===== src/rtl/mioc_mem_seq_if.sv =====
// Buffered Z80 bus plus DRAM/ROM strobe bundle for the MIOC memory sequencer.
// The master side drives the bus; the slave side is the sequencer.
interface mioc_mem_seq_if #(
    parameter int NUM_CAS  = 2,
    parameter int MAP_BITS = 4
);
    logic                BMREQ_N;
    logic                BRFSH_N;
    logic                IORQ_N;
    logic                N_BWR;
    logic [15:0]         BA;
    logic [MAP_BITS-1:0] BD;

    logic                RAS_N;
    logic                MUX;
    logic [NUM_CAS-1:0]  CAS_N;
    logic                BOOTROMCS_N;
    logic                AUXROMCS_N;
    logic [MAP_BITS-1:0] MAP_Q;
    logic                BUSY;

    modport master (
        output BMREQ_N, BRFSH_N, IORQ_N, N_BWR, BA, BD,
        input  RAS_N, MUX, CAS_N, BOOTROMCS_N, AUXROMCS_N, MAP_Q, BUSY
    );

    modport slave (
        input  BMREQ_N, BRFSH_N, IORQ_N, N_BWR, BA, BD,
        output RAS_N, MUX, CAS_N, BOOTROMCS_N, AUXROMCS_N, MAP_Q, BUSY
    );
endinterface


===== src/rtl/mioc_mem_seq.sv =====
// MIOC memory sequencer: RAS/MUX/CAS strobe timing for NUM_CAS DRAM banks,
// ROM chip selects, and the I/O-writable memory-map register.
//
// state | meaning
// IDLE  | waiting for a memory request
// ROW   | RAS low, row address on the mux
// COL   | RAS low, column address on the mux
// ACT   | CAS or ROM select asserted for the latched target
// REF   | RAS-only refresh
// PRE   | precharge, all strobes inactive
module mioc_mem_seq #(
    parameter int         NUM_CAS   = 2,
    parameter int         MAP_BITS  = 4,
    parameter logic [7:0] MAP_PORT  = 8'h7F,
    parameter int         T_RAS_MUX = 1,
    parameter int         T_MUX_CAS = 1,
    parameter int         T_CAS_MIN = 2,
    parameter int         T_PRE     = 2,
    parameter int         T_REF     = 3
) (
    input logic           B_PHI,
    input logic           RST_N,
    mioc_mem_seq_if.slave bus
);

    function automatic int imax(input int a, input int b);
        return (a > b) ? a : b;
    endfunction

    localparam int T_MAX = imax(imax(imax(T_RAS_MUX, T_MUX_CAS), imax(T_CAS_MIN, T_PRE)), T_REF);
    localparam int CNT_W = $clog2(T_MAX) + 1;

    typedef logic [CNT_W-1:0] cnt_t;
    typedef enum logic [2:0] {S_IDLE, S_ROW, S_COL, S_ACT, S_REF, S_PRE} state_t;
    typedef enum logic [1:0] {TGT_NONE, TGT_BOOT, TGT_AUX, TGT_BANK} tgt_t;

    state_t              state, state_nxt;
    cnt_t                cnt, cnt_nxt;
    tgt_t                tgt, tgt_nxt, tgt_dec;
    logic [1:0]          bank, bank_nxt, bank_dec;
    logic                ras_nxt, mux_nxt, boot_nxt, aux_nxt, act_nxt;
    logic [NUM_CAS-1:0]  cas_nxt;
    logic                map_wr;
    logic [MAP_BITS-1:0] map_q;
    logic                unused_ba;

    assign map_wr    = !bus.IORQ_N && !bus.N_BWR && (bus.BA[7:0] == MAP_PORT);
    assign unused_ba = ^bus.BA[14:8];

    // Decode always sees the pre-write map, so a same-edge write cannot steer this access.
    always_comb begin
        tgt_dec  = TGT_NONE;
        bank_dec = 2'd0;
        if (!bus.BA[15]) begin
            case (map_q[1:0])
                2'b00: tgt_dec = TGT_BOOT;
                2'b01: tgt_dec = TGT_BANK;
                2'b10: tgt_dec = TGT_AUX;
                default: begin
                    if (NUM_CAS > 1) begin
                        tgt_dec  = TGT_BANK;
                        bank_dec = 2'd1;
                    end
                end
            endcase
        end else if (int'(map_q[3:2]) < NUM_CAS) begin
            tgt_dec  = TGT_BANK;
            bank_dec = map_q[3:2];
        end
    end

    always_comb begin
        state_nxt = state;
        cnt_nxt   = cnt;
        tgt_nxt   = tgt;
        bank_nxt  = bank;
        case (state)
            S_IDLE: begin
                if (!bus.BMREQ_N && !bus.BRFSH_N) begin
                    state_nxt = S_REF;
                    cnt_nxt   = cnt_t'(T_REF - 1);
                end else if (!bus.BMREQ_N) begin
                    state_nxt = S_ROW;
                    cnt_nxt   = cnt_t'(T_RAS_MUX - 1);
                    tgt_nxt   = tgt_dec;
                    bank_nxt  = bank_dec;
                end
            end
            S_ROW: begin
                if (bus.BMREQ_N) begin
                    state_nxt = S_PRE;
                    cnt_nxt   = cnt_t'(T_PRE - 1);
                end else if (cnt == '0) begin
                    state_nxt = S_COL;
                    cnt_nxt   = cnt_t'(T_MUX_CAS - 1);
                end else begin
                    cnt_nxt = cnt - cnt_t'(1);
                end
            end
            S_COL: begin
                if (bus.BMREQ_N) begin
                    state_nxt = S_PRE;
                    cnt_nxt   = cnt_t'(T_PRE - 1);
                end else if (cnt == '0) begin
                    state_nxt = S_ACT;
                    cnt_nxt   = cnt_t'(T_CAS_MIN - 1);
                end else begin
                    cnt_nxt = cnt - cnt_t'(1);
                end
            end
            S_ACT: begin
                if (cnt != '0) begin
                    cnt_nxt = cnt - cnt_t'(1);
                end else if (bus.BMREQ_N) begin
                    state_nxt = S_PRE;
                    cnt_nxt   = cnt_t'(T_PRE - 1);
                end
            end
            S_REF: begin
                if (cnt == '0) begin
                    state_nxt = S_PRE;
                    cnt_nxt   = cnt_t'(T_PRE - 1);
                end else begin
                    cnt_nxt = cnt - cnt_t'(1);
                end
            end
            S_PRE: begin
                if (cnt == '0) begin
                    state_nxt = S_IDLE;
                    cnt_nxt   = '0;
                end else begin
                    cnt_nxt = cnt - cnt_t'(1);
                end
            end
            default: begin
                state_nxt = S_IDLE;
                cnt_nxt   = '0;
            end
        endcase
    end

    // Strobes are derived from the next state so that they register together with it.
    always_comb begin
        ras_nxt  = !(state_nxt inside {S_ROW, S_COL, S_ACT, S_REF});
        mux_nxt  = state_nxt inside {S_COL, S_ACT};
        act_nxt  = (state_nxt == S_ACT);
        boot_nxt = !(act_nxt && tgt_nxt == TGT_BOOT);
        aux_nxt  = !(act_nxt && tgt_nxt == TGT_AUX);
        cas_nxt  = '1;
        for (int i = 0; i < NUM_CAS; i++) begin
            cas_nxt[i] = !(act_nxt && tgt_nxt == TGT_BANK && int'(bank_nxt) == i);
        end
    end

    always_ff @(posedge B_PHI or negedge RST_N) begin
        if (!RST_N) begin
            state           <= S_IDLE;
            cnt             <= '0;
            tgt             <= TGT_NONE;
            bank            <= 2'd0;
            map_q           <= '0;
            bus.RAS_N       <= 1'b1;
            bus.MUX         <= 1'b0;
            bus.CAS_N       <= '1;
            bus.BOOTROMCS_N <= 1'b1;
            bus.AUXROMCS_N  <= 1'b1;
            bus.BUSY        <= 1'b0;
        end else begin
            state           <= state_nxt;
            cnt             <= cnt_nxt;
            tgt             <= tgt_nxt;
            bank            <= bank_nxt;
            if (map_wr) begin
                map_q <= bus.BD;
            end
            bus.RAS_N       <= ras_nxt;
            bus.MUX         <= mux_nxt;
            bus.CAS_N       <= cas_nxt;
            bus.BOOTROMCS_N <= boot_nxt;
            bus.AUXROMCS_N  <= aux_nxt;
            bus.BUSY        <= (state_nxt != S_IDLE);
        end
    end

    assign bus.MAP_Q = map_q;

endmodule

===== src/flat_wrapper.sv =====
// flat-port wrapper written by rule: the top's interface ports become plain ports
module mioc_mem_seq_flat 
#(
    parameter int         NUM_CAS   = 2,
    parameter int         MAP_BITS  = 4,
    parameter logic [7:0] MAP_PORT  = 8'h7F,
    parameter int         T_RAS_MUX = 1,
    parameter int         T_MUX_CAS = 1,
    parameter int         T_CAS_MIN = 2,
    parameter int         T_PRE     = 2,
    parameter int         T_REF     = 3
)
  (B_PHI, RST_N, bus_BMREQ_N, bus_BRFSH_N, bus_IORQ_N, bus_N_BWR, bus_BA, bus_BD, bus_RAS_N, bus_MUX, bus_CAS_N, bus_BOOTROMCS_N, bus_AUXROMCS_N, bus_MAP_Q, bus_BUSY);
  mioc_mem_seq_if #(.NUM_CAS(NUM_CAS), .MAP_BITS(MAP_BITS)) bus_i ();
  input logic B_PHI;
  input logic RST_N;
  input wire logic [$bits(bus_i.BMREQ_N)-1:0] bus_BMREQ_N;
  input wire logic [$bits(bus_i.BRFSH_N)-1:0] bus_BRFSH_N;
  input wire logic [$bits(bus_i.IORQ_N)-1:0] bus_IORQ_N;
  input wire logic [$bits(bus_i.N_BWR)-1:0] bus_N_BWR;
  input wire logic [$bits(bus_i.BA)-1:0] bus_BA;
  input wire logic [$bits(bus_i.BD)-1:0] bus_BD;
  output wire logic [$bits(bus_i.RAS_N)-1:0] bus_RAS_N;
  output wire logic [$bits(bus_i.MUX)-1:0] bus_MUX;
  output wire logic [$bits(bus_i.CAS_N)-1:0] bus_CAS_N;
  output wire logic [$bits(bus_i.BOOTROMCS_N)-1:0] bus_BOOTROMCS_N;
  output wire logic [$bits(bus_i.AUXROMCS_N)-1:0] bus_AUXROMCS_N;
  output wire logic [$bits(bus_i.MAP_Q)-1:0] bus_MAP_Q;
  output wire logic [$bits(bus_i.BUSY)-1:0] bus_BUSY;
  assign bus_i.BMREQ_N = bus_BMREQ_N;
  assign bus_i.BRFSH_N = bus_BRFSH_N;
  assign bus_i.IORQ_N = bus_IORQ_N;
  assign bus_i.N_BWR = bus_N_BWR;
  assign bus_i.BA = bus_BA;
  assign bus_i.BD = bus_BD;
  assign bus_RAS_N = bus_i.RAS_N;
  assign bus_MUX = bus_i.MUX;
  assign bus_CAS_N = bus_i.CAS_N;
  assign bus_BOOTROMCS_N = bus_i.BOOTROMCS_N;
  assign bus_AUXROMCS_N = bus_i.AUXROMCS_N;
  assign bus_MAP_Q = bus_i.MAP_Q;
  assign bus_BUSY = bus_i.BUSY;
  mioc_mem_seq #(.NUM_CAS(NUM_CAS), .MAP_BITS(MAP_BITS), .MAP_PORT(MAP_PORT), .T_RAS_MUX(T_RAS_MUX), .T_MUX_CAS(T_MUX_CAS), .T_CAS_MIN(T_CAS_MIN), .T_PRE(T_PRE), .T_REF(T_REF)) u_core (.B_PHI(B_PHI), .RST_N(RST_N), .bus(bus_i));
endmodule

===== config.mk =====
export PLATFORM = sky130hd
export DESIGN_NAME = mioc_mem_seq_flat
export DESIGN_NICKNAME = d
export VERILOG_FILES = /design/src/rtl/mioc_mem_seq_if.sv /design/src/rtl/mioc_mem_seq.sv /design/src/flat_wrapper.sv
export SDC_FILE = /design/constraint.sdc
export NUM_CORES = 1
export LEC_CHECK = 0
export CAP_MARGIN = 25
export CORE_MARGIN = 2
export CORE_UTILIZATION = 44
export CTS_CLUSTER_DIAMETER = 120
export DETAILED_ROUTE_END_ITERATION = 8
export PLACE_DENSITY_LB_ADDON = 0.08
export SYNTH_ARGS = -nofsm -noshare
export SYNTH_HDL_FRONTEND = slang
export SYNTH_SLANG_ARGS = --single-unit
export TNS_END_PERCENT = 20

===== constraint.sdc =====
create_clock -name B_PHI -period 1.9 [get_ports B_PHI]
set_input_delay 0.57 -clock B_PHI [delete_from_list [all_inputs] [get_ports B_PHI]]
set_output_delay 0.57 -clock B_PHI [all_outputs]
set_load 0.05 [all_outputs]

Word-level counts from Yosys, hierarchy flattened
Cells that the tools add are included.
Widths: inputs -> output; s select.
- register bits after elaboration: 21
- input port bits: 26
- memories kept: 0
- bits in writable memories: 0
- ROM bits: 0
- latch bits: 0
- word-level logic and storage cells: 90
- output and inout port bits: 11
- reductions and logical operators: 27
- multiplexer cells: 32
- div/mod/pow operators: 0
- shift operators: 0
- equality and inequality tests: 18
- add/subtract/negate cells: 1
- bitwise logic cells: 0
- $lt $le $gt $ge: 1
- multipliers: 0
- operators with widths (cell ; count):
    $mux 3 ; 18
    $pmux 3 s6 ; 2
    $mux 2 ; 10
    $eq 3x2->1 const B ; 4
    $eq 3x3->1 const B ; 3
    $logic_not 1->1 ; 9
    $eq 2x2->1 const B ; 4
    $eq 8x7->1 const B ; 1
    $logic_and 1x1->1 ; 8
    $eq 3x1->1 const B ; 2
    $logic_not 3->1 ; 2
    $ne 3x2->1 const B ; 2
    $reduce_bool 3->1 ; 2
    $eq 2x1->1 const B ; 2
    $logic_not 2->1 ; 2
    $pmux 2 s2 ; 1
    $reduce_bool 4->1 ; 1
    $reduce_or 3->1 ; 1
    $sub 3x1->3 const B ; 1
    $lt 2x2->1 const B ; 1
    $reduce_and 2->1 ; 1
    $reduce_bool 2->1 ; 1
    $mux 1 ; 1

Longest topological paths before layout
- word-level depth: 10
- gate-level depth with buffers: 6

Worst setup path before layout
OpenSTA, ideal clock, no wires.
- path type: input-to-reg
- start: in bus_BA[7]
- end: reg u_core.map_q[0], in the netlist u_core.bus.MAP_Q[0]
- arrival time: 1.609 ns
- path buffers: 0
- setup slack: 0.167 ns
- stages on the path: 4
- cell sequence: and4b_1 -> nand3_1 -> nor4_2 -> mux2_2
- longest elaborated chain between the ends: 2
- RTL lines (what ; RTL line ; text):
    start, declared ; flat_wrapper.sv:21 ; input wire logic [$bits(bus_i.BA)-1:0] bus_BA;
    $eq 8x7->1 ; mioc_mem_seq.sv:47 ; assign map_wr = !bus.IORQ_N && !bus.N_BWR && (bus.BA[7:0] == MAP_PORT);
    $logic_and 1x1->1 ; mioc_mem_seq.sv:47 ;
    end signal, assigned ; mioc_mem_seq.sv:174 ; map_q <= bus.BD;
    end, declared ; mioc_mem_seq.sv:44 ; logic [MAP_BITS-1:0] map_q;
Every way passes these cells.
A chain may end at the register's enable or synchronous reset.

Final worst setup path
- start: in bus_BRFSH_N
- end: reg u_core.bus.BUSY
- longest elaborated chain between the ends: 5
- RTL lines (what ; RTL line ; text):
    start, declared ; flat_wrapper.sv:18 ; input wire logic [$bits(bus_i.BRFSH_N)-1:0] bus_BRFSH_N;
    $logic_not 1->1 ; mioc_mem_seq.sv:79 ; if (!bus.BMREQ_N && !bus.BRFSH_N) begin
    $logic_and 1x1->1 ; mioc_mem_seq.sv:79 ;
    $mux 3 ; mioc_mem_seq.sv:79 ;
    $pmux 3 s6 ; mioc_mem_seq.sv:77 ; case (state)
    $reduce_bool 3->1 ; mioc_mem_seq.sv:181 ; bus.BUSY <= (state_nxt != S_IDLE);
    end signal, assigned ; mioc_mem_seq.sv:181 ;
    end, declared ; mioc_mem_seq_if.sv:29 ; output RAS_N, MUX, CAS_N, BOOTROMCS_N, AUXROMCS_N, MAP_Q, BUSY
Every way passes these cells.

==> impl_metrics.csv <==
group,metric,value,unit
drt,wl,2280,µm
pwr,power_frac_clock,11.4,%
clock_tree,max-clock-path-buffers,2,
placement,gp_congestion,0.878,
clock_tree,cts-root-buf,"clkbuf_4",
sta,slew_viol_final,0,
pwr,comb_power_share,50.6,%
outcome,violations,"setup timing",
min_path,min_path_type,"flip-flop to flip-flop",
sta,period_share,100,%
drt,num_vias,901,
cells_and_area,final_area,1520,µm²
clock_tree,cts_buffers,3,
floorplanning,num_rows,17,
sta,slew_headroom,77.3,%
drt,wl_per_cell,13.3,µm
floorplanning,die_x,53.0,µm
outcome,outcome,"finished, violations left",
setup_path,cp_max_fo,2,
clock_tree,cts_tree,"built",
pwr,ir_drop,0.997,mV
cells_and_area,fin_nets,171,
run,maxCapViolations,0,
sta,fin_ws,-0.00237,ns
setup_path,slowest_stage,"clkdlybuf4s50_1",
pwr,power_frac_seq,38.0,%
logic_synthesis,syn_nets,128,
cells_and_area,final_cell_mix,"clkdlybuf4s50_1 (18), buf_4 (18), dfrtp_1 (16)",
setup_path,crit_chain,"clkdlybuf4s50_1 > nor2b_1 > a221o_1 > a211o_1 > or2_1",
grt,antenna_found_initial,0,
drt,drtIter0Drc,13,
clock_tree,clock-sinks,21,
logic_synthesis,ys_seq_area_share,50.4,%
setup_path,worst_setup_path_start_kind,"primary input",
grt,grt_max_degree,22,
setup_path,reg2reg_depth,5,
floorplanning,io_pins,37,
grt,grt_util_all_layers,19.1,%
cells_and_area,antenna_cells,0,
logic_synthesis,syn_inst,102,
drt,drtPass1Iterations,4,
sta,setup_viol,1,
pwr,p_leak,0.000688,µW
sta,post-route-min-period,1.90,ns
clock_tree,cts_hold_buf,0,
placement,placed_area,1480,µm²
drt,drc,0,
logic_synthesis,synth_warnings,0,
setup_path,arrival,2.10,ns
clock_tree,clk_latency,0.30,ns
floorplanning,start_util,47.3,%
min_path,whs_path_depth,2,
grt,grt-ovfl-total,0,
sta,fin_skew,0.00423,ns
placement,dp_cells,168,
pwr,p_sw_share,40.8,%
sta,max_freq,526,MHz
setup_path,worstSetupPathType,"primary input to flip-flop",
cells_and_area,fin_cells,172,
logic_synthesis,yosys_register_bits,21,
setup_path,critical_path.endpoint_type,"flip-flop",
clock_tree,path_clk_slew,0.12,ns
floorplanning,die_height,53.0,µm
cells_and_area,layout-drive-gt1-share,31.9,%
drt,antenna_left,0,
clock_tree,cts_resized,0,
cells_and_area,syn_to_final_growth,43.8,%
logic_synthesis,avgSynthCellArea,10.4,µm²
setup_path,slowest_delay,0.44,ns
logic_synthesis,syn_area,1060,µm²
pwr,p_int,1110,µW
placement,io_buffers,29,
grt,grt_pass1_vias,927,
clock_tree,post_cts_buffers,0,
drt,viasPerCell,5.24,
placement,hpwl,1740,µm
floorplanning,die_area,2810,µm²
pwr,switchingPower,764,µW
logic_synthesis,ys_types,35,
grt,grt_pass1_wl,3900,µm
clock_tree,htreeDepth,1,
floorplanning,core_area,2230,µm²
setup_path,cp.required,2.10,ns
pwr,power.density,1230,nW/µm²
sta,hold_viol,0,
sta,tightest_slew,0.339,ns
## flip-flops by register name, indices dropped and copies added (netlist names), 2 cells and up
signal / cells
u_core.cnt: 3
u_core.bank: 2
u_core.bus.MAP_Q: 4
u_core.state: 3
u_core.bus.CAS_N: 2
u_core.tgt: 2
## final cells by class
class                      instances  area [µm²]
tap                               28        35.0
sequential                        21         532
clock buffer                       3        22.5
fill                             167         714
clock inverter                     1        5.00
multi-input combinational         73         490
timing repair buffer              41         415
inverter                           5        18.8
## critical path, delay by kind of cell
kind	cells	cell delay [ns]
AND/OR/NAND/NOR	2	0.38
AO/OA/AOI/OAI	2	0.71
buffers and inverters	1	0.44
## kinds of logic (layout without fill, tap and decap cells)
| group | count (synthesis) | after routing | share of synthesized area [%] |
|---|---|---|---|
| xor gates and xnor gates | 1 | 1 | 0.830 |
| DFF | 21 | 21 | 50.4 |
| buffers and inverters | 8 | 50 | 4.62 |
| adders and majority gates | 1 | 1 | 0.948 |
| and+or+nand+nor | 42 | 42 | 22.0 |
| AOI/OAI and AO/OA | 22 | 22 | 14.0 |
| muxes | 7 | 7 | 7.23 |
## cells in the mapped netlist
| cell | instances | area share [%] |
|---|---|---|
| a211o_1 | 2 | 1.7 |
| a21o_1 | 1 | 0.71 |
| a21oi_1 | 7 | 3.3 |
| a21oi_2 | 1 | 0.83 |
| a221o_1 | 1 | 0.95 |
| a221oi_1 | 2 | 1.7 |
| a22oi_1 | 1 | 0.71 |
| and2_1 | 1 | 0.59 |
| and4b_1 | 1 | 0.95 |
| buf_4 | 1 | 0.71 |
| buf_6 | 2 | 2.1 |
| dfrtp_1 | 16 | 38 |
| dfstp_2 | 5 | 12 |
| inv_1 | 5 | 1.8 |
| maj3_1 | 1 | 0.95 |
| mux2_2 | 5 | 5.3 |
| mux2i_1 | 2 | 1.9 |
| nand2_1 | 12 | 4.3 |
| nand2b_1 | 2 | 1.2 |
| nand3_1 | 3 | 1.4 |
| nand3b_1 | 2 | 1.4 |
| nor2_1 | 7 | 2.5 |
| nor2b_1 | 1 | 0.59 |
| nor3_1 | 5 | 2.4 |
| nor3_2 | 2 | 1.9 |
| nor4_2 | 1 | 1.2 |
| nor4b_1 | 1 | 0.83 |
| o21a_1 | 1 | 0.71 |
| o21ai_0 | 3 | 1.4 |
| o21ai_2 | 1 | 0.83 |
| o22ai_1 | 2 | 1.2 |
| or2_1 | 1 | 0.59 |
| or3_1 | 2 | 1.2 |
| or3_4 | 1 | 1.1 |
| xnor2_1 | 1 | 0.83 |
## per-layer routing
layer | up-vias | routed length [µm] | GRT usage (%)
met1 | 435 | 975 | 22.5
li1 | 449 | - | -
met4 | 0 | 17 | 6.41
met3 | 2 | 80 | 3.39
met5 | - | 0 | 0
met2 | 15 | 1210 | 34.6
## path summary, 6_finish.rpt
check,from,to,slack (ns)
max,bus_BRFSH_N,u_core.bus.BUSY$_DFF_PN0_,-0.002
min,u_core.bank[0]$_DFF_PN0_,u_core.bus.CAS_N[0]$_DFF_PN1_,0.51
max reg2reg,u_core.cnt[2]$_DFFE_PN0P_,u_core.bus.BUSY$_DFF_PN0_,0.18
min reg2reg,u_core.bank[0]$_DFF_PN0_,u_core.bus.CAS_N[0]$_DFF_PN1_,0.51
max in group asynchronous,RST_N,u_core.bus.RAS_N$_DFF_PN1_,1.03
min in group asynchronous,RST_N,u_core.bus.MUX$_DFF_PN0_,0.59
## stage by stage
step	setup WS, ns	power [µW]	util [%]	TNS (ns)	hold WS [ns]
finish	-0.00237	1870	68.0	-0.00237	0.506
global route	-0.00553	2010	68.0	-0.00553	0.555
CTS	0.0127	1860	67.3	0	0.505
detailed placement	-0.306	1640	66.1	-2.90	0.476
global placement	-0.307	1610	66.1	-2.61	0.477
floorplan	0.167	1330	-	0	0.274
## power groups by stage
stage / logic, µW / registers (µW) / clock network, µW
3_5_place_dp: 924 / 715 / 0
3_3_place_gp: 899 / 711 / 0
6_report: 947 / 711 / 214
2_1_floorplan: 539 / 788 / 0
5_1_grt: 1040 / 731 / 241
4_1_cts: 928 / 706 / 226
(Power assumes the default switching activity.)
